**config.mk**
```make
export PLATFORM = sky130hd
export DESIGN_NAME = gpio_irq_ctrl
export DESIGN_NICKNAME = d
export VERILOG_FILES = /design/src/rtl/gpio_irq_ctrl_pkg.sv /design/src/rtl/gpio_debounce.sv /design/src/rtl/gpio_irq_ctrl.sv
export SDC_FILE = /design/constraint.sdc
export NUM_CORES = 1
export LEC_CHECK = 0
export BUFFER_PORTS_ARGS = -buffer_cell sky130_fd_sc_hd__buf_2
export CORE_MARGIN = 3
export CORE_UTILIZATION = 39
export CTS_BUF_LIST = sky130_fd_sc_hd__clkbuf_16
export DETAILED_ROUTE_END_ITERATION = 8
export PLACE_DENSITY = 0.58
export SKIP_LAST_GASP = 1
export SYNTH_ARGS = -nofsm -noshare
export SYNTH_HDL_FRONTEND = slang
export SYNTH_SLANG_ARGS = --single-unit
```
**constraint.sdc**
```tcl
create_clock -name clk -period 3.14 [get_ports clk]
set_clock_uncertainty 0.15 [all_clocks]
set_input_delay 0.628 -clock clk [delete_from_list [all_inputs] [get_ports clk]]
set_output_delay 0.628 -clock clk [all_outputs]
set_load 0.05 [all_outputs]
```
**src/rtl/gpio_irq_ctrl_pkg.sv**
```systemverilog
// Shared constants for the GPIO interrupt controller: Wishbone register offsets
// as selected by wb_adr_i[4:2].
package gpio_irq_ctrl_pkg;

  localparam int unsigned REG_SEL_W = 3;

  localparam logic [REG_SEL_W-1:0] REG_RAW  = 3'd0;
  localparam logic [REG_SEL_W-1:0] REG_FILT = 3'd1;
  localparam logic [REG_SEL_W-1:0] REG_EN   = 3'd2;
  localparam logic [REG_SEL_W-1:0] REG_RISE = 3'd3;
  localparam logic [REG_SEL_W-1:0] REG_FALL = 3'd4;
  localparam logic [REG_SEL_W-1:0] REG_PEND = 3'd5;
  localparam logic [REG_SEL_W-1:0] REG_DBP  = 3'd6;

endpackage

```
**src/rtl/gpio_debounce.sv**
```systemverilog
// Single-pin input conditioner: synchroniser chain followed by a counter-based
// debouncer whose period is shared across all pins.
module gpio_debounce #(
  parameter int unsigned DB_CNT_W    = 16,
  parameter int unsigned SYNC_STAGES = 2
) (
  input  logic                clk,
  input  logic                rst,
  input  logic                pad_i,
  input  logic [DB_CNT_W-1:0] dbp_i,
  output logic                raw_o,
  output logic                filt_o
);

  logic [SYNC_STAGES-1:0] sync_q;
  logic [DB_CNT_W-1:0]    cnt_q;
  logic                   filt_q;

  always_ff @(posedge clk) begin
    if (rst) begin
      sync_q <= '0;
    end else begin
      sync_q <= {sync_q[SYNC_STAGES-2:0], pad_i};
    end
  end

  assign raw_o = sync_q[SYNC_STAGES-1];

  // Equality compare: lowering dbp_i below a running count lets the count wrap.
  always_ff @(posedge clk) begin
    if (rst) begin
      cnt_q  <= '0;
      filt_q <= 1'b0;
    end else if (raw_o != filt_q) begin
      if (cnt_q == dbp_i) begin
        filt_q <= raw_o;
        cnt_q  <= '0;
      end else begin
        cnt_q <= cnt_q + DB_CNT_W'(1);
      end
    end else begin
      cnt_q <= '0;
    end
  end

  assign filt_o = filt_q;

endmodule

```
**src/rtl/gpio_irq_ctrl.sv**
```systemverilog
// GPIO input conditioning and edge-interrupt controller with a 32-bit Wishbone
// slave for configuration, status and W1C pending clear.
module gpio_irq_ctrl
  import gpio_irq_ctrl_pkg::*;
#(
  parameter int unsigned WIDTH       = 9,
  parameter int unsigned DB_CNT_W    = 16,
  parameter int unsigned SYNC_STAGES = 2,
  parameter int unsigned WB_DAT_W    = 32,
  parameter int unsigned WB_ADR_W    = 32
) (
  input  logic                clk,
  input  logic                rst,
  input  logic [WB_ADR_W-1:0] wb_adr_i,
  input  logic [WB_DAT_W-1:0] wb_dat_i,
  input  logic                wb_we_i,
  input  logic                wb_cyc_i,
  input  logic                wb_stb_i,
  output logic                wb_ack_o,
  output logic [WB_DAT_W-1:0] wb_dat_o,
  input  logic [WIDTH-1:0]    gpio_i,
  input  logic [WIDTH-1:0]    gpio_dir_i,
  output logic [WIDTH-1:0]    gpio_filt_o,
  output logic                irq_o
);

  logic [WIDTH-1:0]     raw;
  logic [WIDTH-1:0]     filt;
  logic [WIDTH-1:0]     filt_d_q;
  logic [WIDTH-1:0]     en_q, rise_q, fall_q, pend_q;
  logic [DB_CNT_W-1:0]  dbp_q;
  logic                 ack_q;
  logic                 irq_q;
  logic [WB_DAT_W-1:0]  dat_q;
  logic [WB_DAT_W-1:0]  rd_data;
  logic [REG_SEL_W-1:0] reg_sel;
  logic                 acc;
  logic                 wr;
  logic [WIDTH-1:0]     pend_clr;
  logic [WIDTH-1:0]     rise, fall, hit;
  logic                 unused_bits;

  for (genvar i = 0; i < WIDTH; i++) begin : g_pin
    gpio_debounce #(
      .DB_CNT_W   (DB_CNT_W),
      .SYNC_STAGES(SYNC_STAGES)
    ) u_debounce (
      .clk   (clk),
      .rst   (rst),
      .pad_i (gpio_i[i]),
      .dbp_i (dbp_q),
      .raw_o (raw[i]),
      .filt_o(filt[i])
    );
  end

  assign reg_sel  = wb_adr_i[4:2];
  assign acc      = wb_stb_i & wb_cyc_i & ~ack_q;
  assign wr       = acc & wb_we_i;
  assign pend_clr = (wr && reg_sel == REG_PEND) ? wb_dat_i[WIDTH-1:0] : '0;

  assign rise = filt & ~filt_d_q;
  assign fall = ~filt & filt_d_q;
  assign hit  = ((rise & rise_q) | (fall & fall_q)) & ~gpio_dir_i & en_q;

  always_comb begin
    rd_data = '0;
    case (reg_sel)
      REG_RAW:  rd_data[WIDTH-1:0]    = raw;
      REG_FILT: rd_data[WIDTH-1:0]    = filt;
      REG_EN:   rd_data[WIDTH-1:0]    = en_q;
      REG_RISE: rd_data[WIDTH-1:0]    = rise_q;
      REG_FALL: rd_data[WIDTH-1:0]    = fall_q;
      REG_PEND: rd_data[WIDTH-1:0]    = pend_q;
      REG_DBP:  rd_data[DB_CNT_W-1:0] = dbp_q;
      default:  rd_data               = '0;
    endcase
  end

  always_ff @(posedge clk) begin
    if (rst) begin
      ack_q    <= 1'b0;
      dat_q    <= '0;
      en_q     <= '0;
      rise_q   <= '0;
      fall_q   <= '0;
      pend_q   <= '0;
      dbp_q    <= '0;
      filt_d_q <= '0;
      irq_q    <= 1'b0;
    end else begin
      ack_q <= acc;
      if (acc && !wb_we_i) begin
        dat_q <= rd_data;
      end
      if (wr) begin
        case (reg_sel)
          REG_EN:   en_q   <= wb_dat_i[WIDTH-1:0];
          REG_RISE: rise_q <= wb_dat_i[WIDTH-1:0];
          REG_FALL: fall_q <= wb_dat_i[WIDTH-1:0];
          REG_DBP:  dbp_q  <= wb_dat_i[DB_CNT_W-1:0];
          default:  ;
        endcase
      end
      filt_d_q <= filt;
      // A new hit overrides a simultaneous W1C of the same bit.
      pend_q   <= (pend_q & ~pend_clr) | hit;
      irq_q    <= |(pend_q & en_q);
    end
  end

  assign wb_ack_o    = wb_stb_i & wb_cyc_i & ack_q;
  assign wb_dat_o    = dat_q;
  assign gpio_filt_o = filt;
  assign irq_o       = irq_q;

  assign unused_bits = ^{wb_adr_i[WB_ADR_W-1:5], wb_adr_i[1:0], wb_dat_i[WB_DAT_W-1:DB_CNT_W]};

endmodule
```
# After elaboration in Yosys (flattened, before gate mapping)
# Index checks and enable logic that the tools add are counted.
# totals
ff_bits	250
input_bits	87
elab_cells	127
# op_classes
addsub	9
n_eq_ne	24
n_mux	3
bitwise	28
n_reduce_logical	27
# op_table
op	n
16-bit by 1-bit adder with 16-bit output (second input constant)	9
16-bit == test	9
9-bit bitwise AND	8
9-bit case mux with 7 select lines	1
9-bit NOT	4
3-bit OR reduction	9
2-bit AND reduction	13
9-bit OR	2
1-bit NOT	10
3-bit == test (second input constant)	3
9-bit two-way mux	1
1-bit inequality test	9
9-bit OR reduction	1
7-bit two-way mux	1
3-bit by 2-bit == test with 1-bit output (second input constant)	2
1-bit bitwise AND	4
3-bit by 1-bit == test with 1-bit output (second input constant)	1
3-bit logical NOT	1
1-bit logical AND	2
1-bit logical NOT	1

# Depth between registers and ports, before layout
# logic_depth
depth_word	8
depth_mapped	8

# Hierarchy
# From an unflattened synthesis, not the netlist that was laid out.
# hier_totals
cells_unflattened	1367
area_unflattened_um2	13078.8
# modules_own_cells
mod	instances	cells_per_inst	area_per_inst_um2
gpio_debounce	9	107	1041.0
gpio_irq_ctrl	1	404	3709.8

# Worst setup path after synthesis
# No wires, ideal clock.
# synth_timing
path_kind	input port to flip-flop
from	in wb_adr_i[3]
to	reg dat_q[8] (netlist: wb_dat_o[8])
arrival_time_ns	1.876
slack_ns	0.997
cell_stages	5
path_buffers	2
cell_sequence	buf_2 buf_2 mux2_2 a221o_1 a22o_1
# synth_via
elab_chain_len	2
word_cells_on_any_way	8
# synth_rtl
element	line	rtl
start: declaration	gpio_irq_ctrl.sv:14	input logic [WB_ADR_W-1:0] wb_adr_i,
3-bit == test (tied with other cells)	gpio_irq_ctrl.sv:68	case (reg_sel)
9-bit case mux with 7 select lines (*)	gpio_irq_ctrl.sv:68	
end signal: assignment	gpio_irq_ctrl.sv:94	dat_q <= rd_data;
end: declaration	gpio_irq_ctrl.sv:34	logic [WB_DAT_W-1:0] dat_q;
# Mark *: on every way between the ends. The rest lies on a longest branch, timed or not.
# A chain may end at the register's enable or synchronous reset.

# Worst setup path in the final report
# layout_timing
from	reg dbp_q[8]
to	reg g_pin[1].u_debounce.cnt_q[10]
# layout_via
elab_chain_len	2
# layout_rtl
element	line	rtl
start: declaration	gpio_irq_ctrl.sv:31	logic [DB_CNT_W-1:0] dbp_q;
start signal: assignment	gpio_irq_ctrl.sv:101	REG_DBP: dbp_q <= wb_dat_i[DB_CNT_W-1:0];
16-bit == test	gpio_debounce.sv:35	if (cnt_q == dbp_i) begin
3-bit OR reduction (no line)	-	
end signal: assignment	gpio_debounce.sv:39	cnt_q <= cnt_q + DB_CNT_W'(1);
end: declaration	gpio_debounce.sv:16	logic [DB_CNT_W-1:0] cnt_q;
# Every way passes these cells.

==> key figures <==
Routing
  • Total wire length: 34,600 um
  • Post-route ant nets: 0
  • Iter 0 DRT Violations: 691
  • Pre-Repair DR Iteration Count: 5
  • Vias: 9,987
  • Drt wl/cell: 18.2 um
  • Residual DRC: 0
  • Vias/cell: 5.26

CTS
  • CTS tree: done
  • Post_cts resized: 0
  • Num CTS Buffers: 29
  • H-tree Lvls: 1
  • Root Driver: clkbuf_16
  • Cts hold-fix bufs: 0
  • Post-CTS Setup Bufs: 0
  • Clock tree buffer depth: 3
  • Latest clock arrival within the worst-skew pair: 0.54 ns
  • Clk pin slew, worst setup/hold paths: 0.06 ns
  • Number of clock sinks: 250

Floorplanning
  • Die extent in y: 187 um
  • Core area: 32,000 um^2
  • Initial core utilization: 0.401
  • # IOs: 130
  • Die Wd: 187 um
  • # rows: 65
  • Full die area: 35,200 um^2

GRT
  • Gr usage total: 0.192
  • Antenna violations before repair: 4
  • Largest net degree at the start of global routing: 56
  • Vias in the first global route: 9,635
  • Global-route wire length before repair: 54,800 um
  • Grt ovf: 0

Power
  • Logic pwr share: 0.064
  • Max VDD drop: 398 uV
  • Pwr Total: 6.85 mW
  • Pwr/cell area: 477 nW/um^2
  • Internal power: 5.24 mW
  • Reg power frac: 0.471
  • Clock power frac: 0.465
  • Sw Share: 0.236
  • P_leak: 4.79 nW
  • Net Switching: 1.61 mW

Critical path
  • Worst r2r src: dbp_q[8]
  • Most used cell, CP: buf_4
  • Crit path from: dbp_q[8]
  • FF-to-FF End: g_pin[1].u_debounce.cnt_q[10]
  • CP Launch Type: register
  • Critical path buffers and inverters: 2
  • Crit path kind: reg -> reg
  • Max incr delay on CP: 0.82 ns
  • Worst EP required: 3.38 ns
  • Reg2reg setup slack: 0.67 ns
  • Cell family with most CP delay: flip-flops
  • CP arrival: 2.71 ns
  • CP Depth: 6
  • CP Capture Type: register
  • Crit path cell chain: buf_4 -> xnor2_1 -> nand4_1 -> nor4_4 -> buf_4 -> nor3_1
  • Crit-path max FO: 16
  • Reg2Reg Depth: 6
  • Slowest CP cell: dfxtp_1

Worst hold path
  • Worst Hold End: g_pin[8].u_debounce.sync_q[0]
  • Hold Crit Depth: 2
  • Min-delay worst type: in -> reg
  • Hold path startpoint: gpio_i[8]

Synthesis
  • Mapped Avg Cell Area: 9.22 um^2
  • Number of synthesized register bits: 250
  • Sequential element share of the synthesized area: 0.390
  • Post-Synthesis Cells: 1,394
  • Top FF cell, synth: dfxtp_1
  • Synth area leaders: dfxtp_1, xnor2_1, nor3_1
  • Ys async rst share: 0
  • EDFF count, synth: 0
  • Synth unique cells: 62
  • Post-synth top cells: dfxtp_1, xnor2_1, nor3_1
  • Top-area cell type share of the netlist area: 0.390
  • Most common cell in the netlist: dfxtp_1
  • Post-Syn Area: 12,800 um^2
  • Post-synth top area cell: dfxtp_1
  • YS warnings: 0

Layout
  • Util after Layout: 0.448
  • Non-Filler Instances: 1,897
  • Fill cells: 3,169
  • Multi-input gate area: 7130 um^2
  • Share of cells above drive strength 1: 0.138
  • Fin nets: 1,535
  • Area occupied by registers: 5000 um^2
  • Design Area, Final: 14,400 um^2
  • Area delta synth->final: 11.8%

STA
  • Final hold vios: 0
  • Fmax: 0.404 GHz
  • Fin. max-slew vios: 0
  • Slew at the pin with the worst max-slew slack: 0.793 ns
  • Final setup vio count: 0
  • Setup TNS: 0 ns
  • Min Clock Period, post-route: 2.47 ns
  • Worst relative slew slack: 0.470
  • RSZ-0062 raised after global routing: false
  • Final period util: 0.787

Place
  • Placed inst area: 13,500 um^2
  • Hpwl dp: 24,300 um
  • Placed cells: 1,843
  • Port Buf Inserts: 68
  • Global placer's final weighted congestion: 0.836

Job
  • Max Cap Viol: 0

Outcome
  • Status: complete, no violations
==> cells by family (layout without fill, tap and decap cells) <==
group | count (synthesis) | after routing | share of synthesized area
adder cells (fa/ha/maj) | 9 | 9 | 0.00877
XOR/XNOR | 259 | 259 | 0.177
flip-flops | 250 | 250 | 0.390
other | 1 | 18 | 0.000292
AND/OR/NAND/NOR | 554 | 554 | 0.245
AO/OA/AOI/OAI | 123 | 123 | 0.0651
multiplexers | 58 | 58 | 0.0547
buffers and inverters | 140 | 191 | 0.0599
==> through the flow <==
step	setup WS (ns)	hold WS, ns
5_1_grt	0.576	0.135
3_5_place_dp	0.632	0.274
3_3_place_gp	0.646	0.269
4_1_cts	0.660	0.119
6_report	0.668	0.149
2_1_floorplan	0.997	0.264
==> how the worst max path moves through the flow <==
stage	end	slack (ns)
after CTS	g_pin[1].u_debounce.cnt_q[14]	0.66
final	g_pin[1].u_debounce.cnt_q[10]	0.67
after global placement	en_q[1]	0.65
after floorplan	wb_dat_o[8]	1.0
after global routing	g_pin[1].u_debounce.cnt_q[4]	0.58
after detailed placement	en_q[1]	0.63
==> flip-flops by register name, summed over array words and instances, names as in the netlist <==
register,count
ack_q,1
dbp_q,16
en_q,9
fall_q,9
filt_d_q,9
g_pin.u_debounce.cnt_q,144
g_pin.u_debounce.filt_o,9
g_pin.u_debounce.sync_q,18
irq_o,1
pend_q,9
rise_q,9
wb_dat_o,16
==> per-layer routing <==
metal	share of wire	wire length [um]	GRT usage	vias up
li1	-	-	-	4955
met1	0.48	16500	0.276	4718
met2	0.44	15200	0.302	255
met3	0.056	1940	0.0273	59
met4	0.027	934	0.0525	0
met5	0	0	0	-
==> placed cells by master (no fill, tap or decap), types with 16 or more instances in the layout <==
cell type,netlist,final
a21oi_1,36,36
buf_2,25,67
buf_4,44,49
clkbuf_16,0,29
conb_1,1,16
dfxtp_1,250,250
inv_1,23,29
mux2i_1,32,32
nand2_1,88,88
nand3_1,54,54
nand4_1,79,79
nor2_1,44,44
nor2b_1,40,40
nor3_1,130,130
o21ai_0,24,24
xnor2_1,193,193
xor2_1,66,66
==> power groups by stage <==
stage	logic, mW	registers (mW)	clock network, mW
final	0.437	3.22	3.19
after global routing	0.469	3.23	3.40
after CTS	0.439	3.22	3.27
after detailed placement	0.437	3.29	0
after global placement	0.437	3.29	0
after floorplan	0.322	3.28	0
==> layout make-up <==
| type | count | share of cell area |
|---|---|---|
| antenna | 2 | 0.000348 |
| sequential | 250 | 0.348 |
| tap | 435 | 0.0379 |
| clock inverter | 23 | 0.0118 |
| clock buffer | 29 | 0.0505 |
| timing repair buffer | 116 | 0.0489 |
| multi-input combinational | 1019 | 0.496 |
| inverter | 23 | 0.00601 |
No activity file was read; power rests on OpenSTA's default activity.
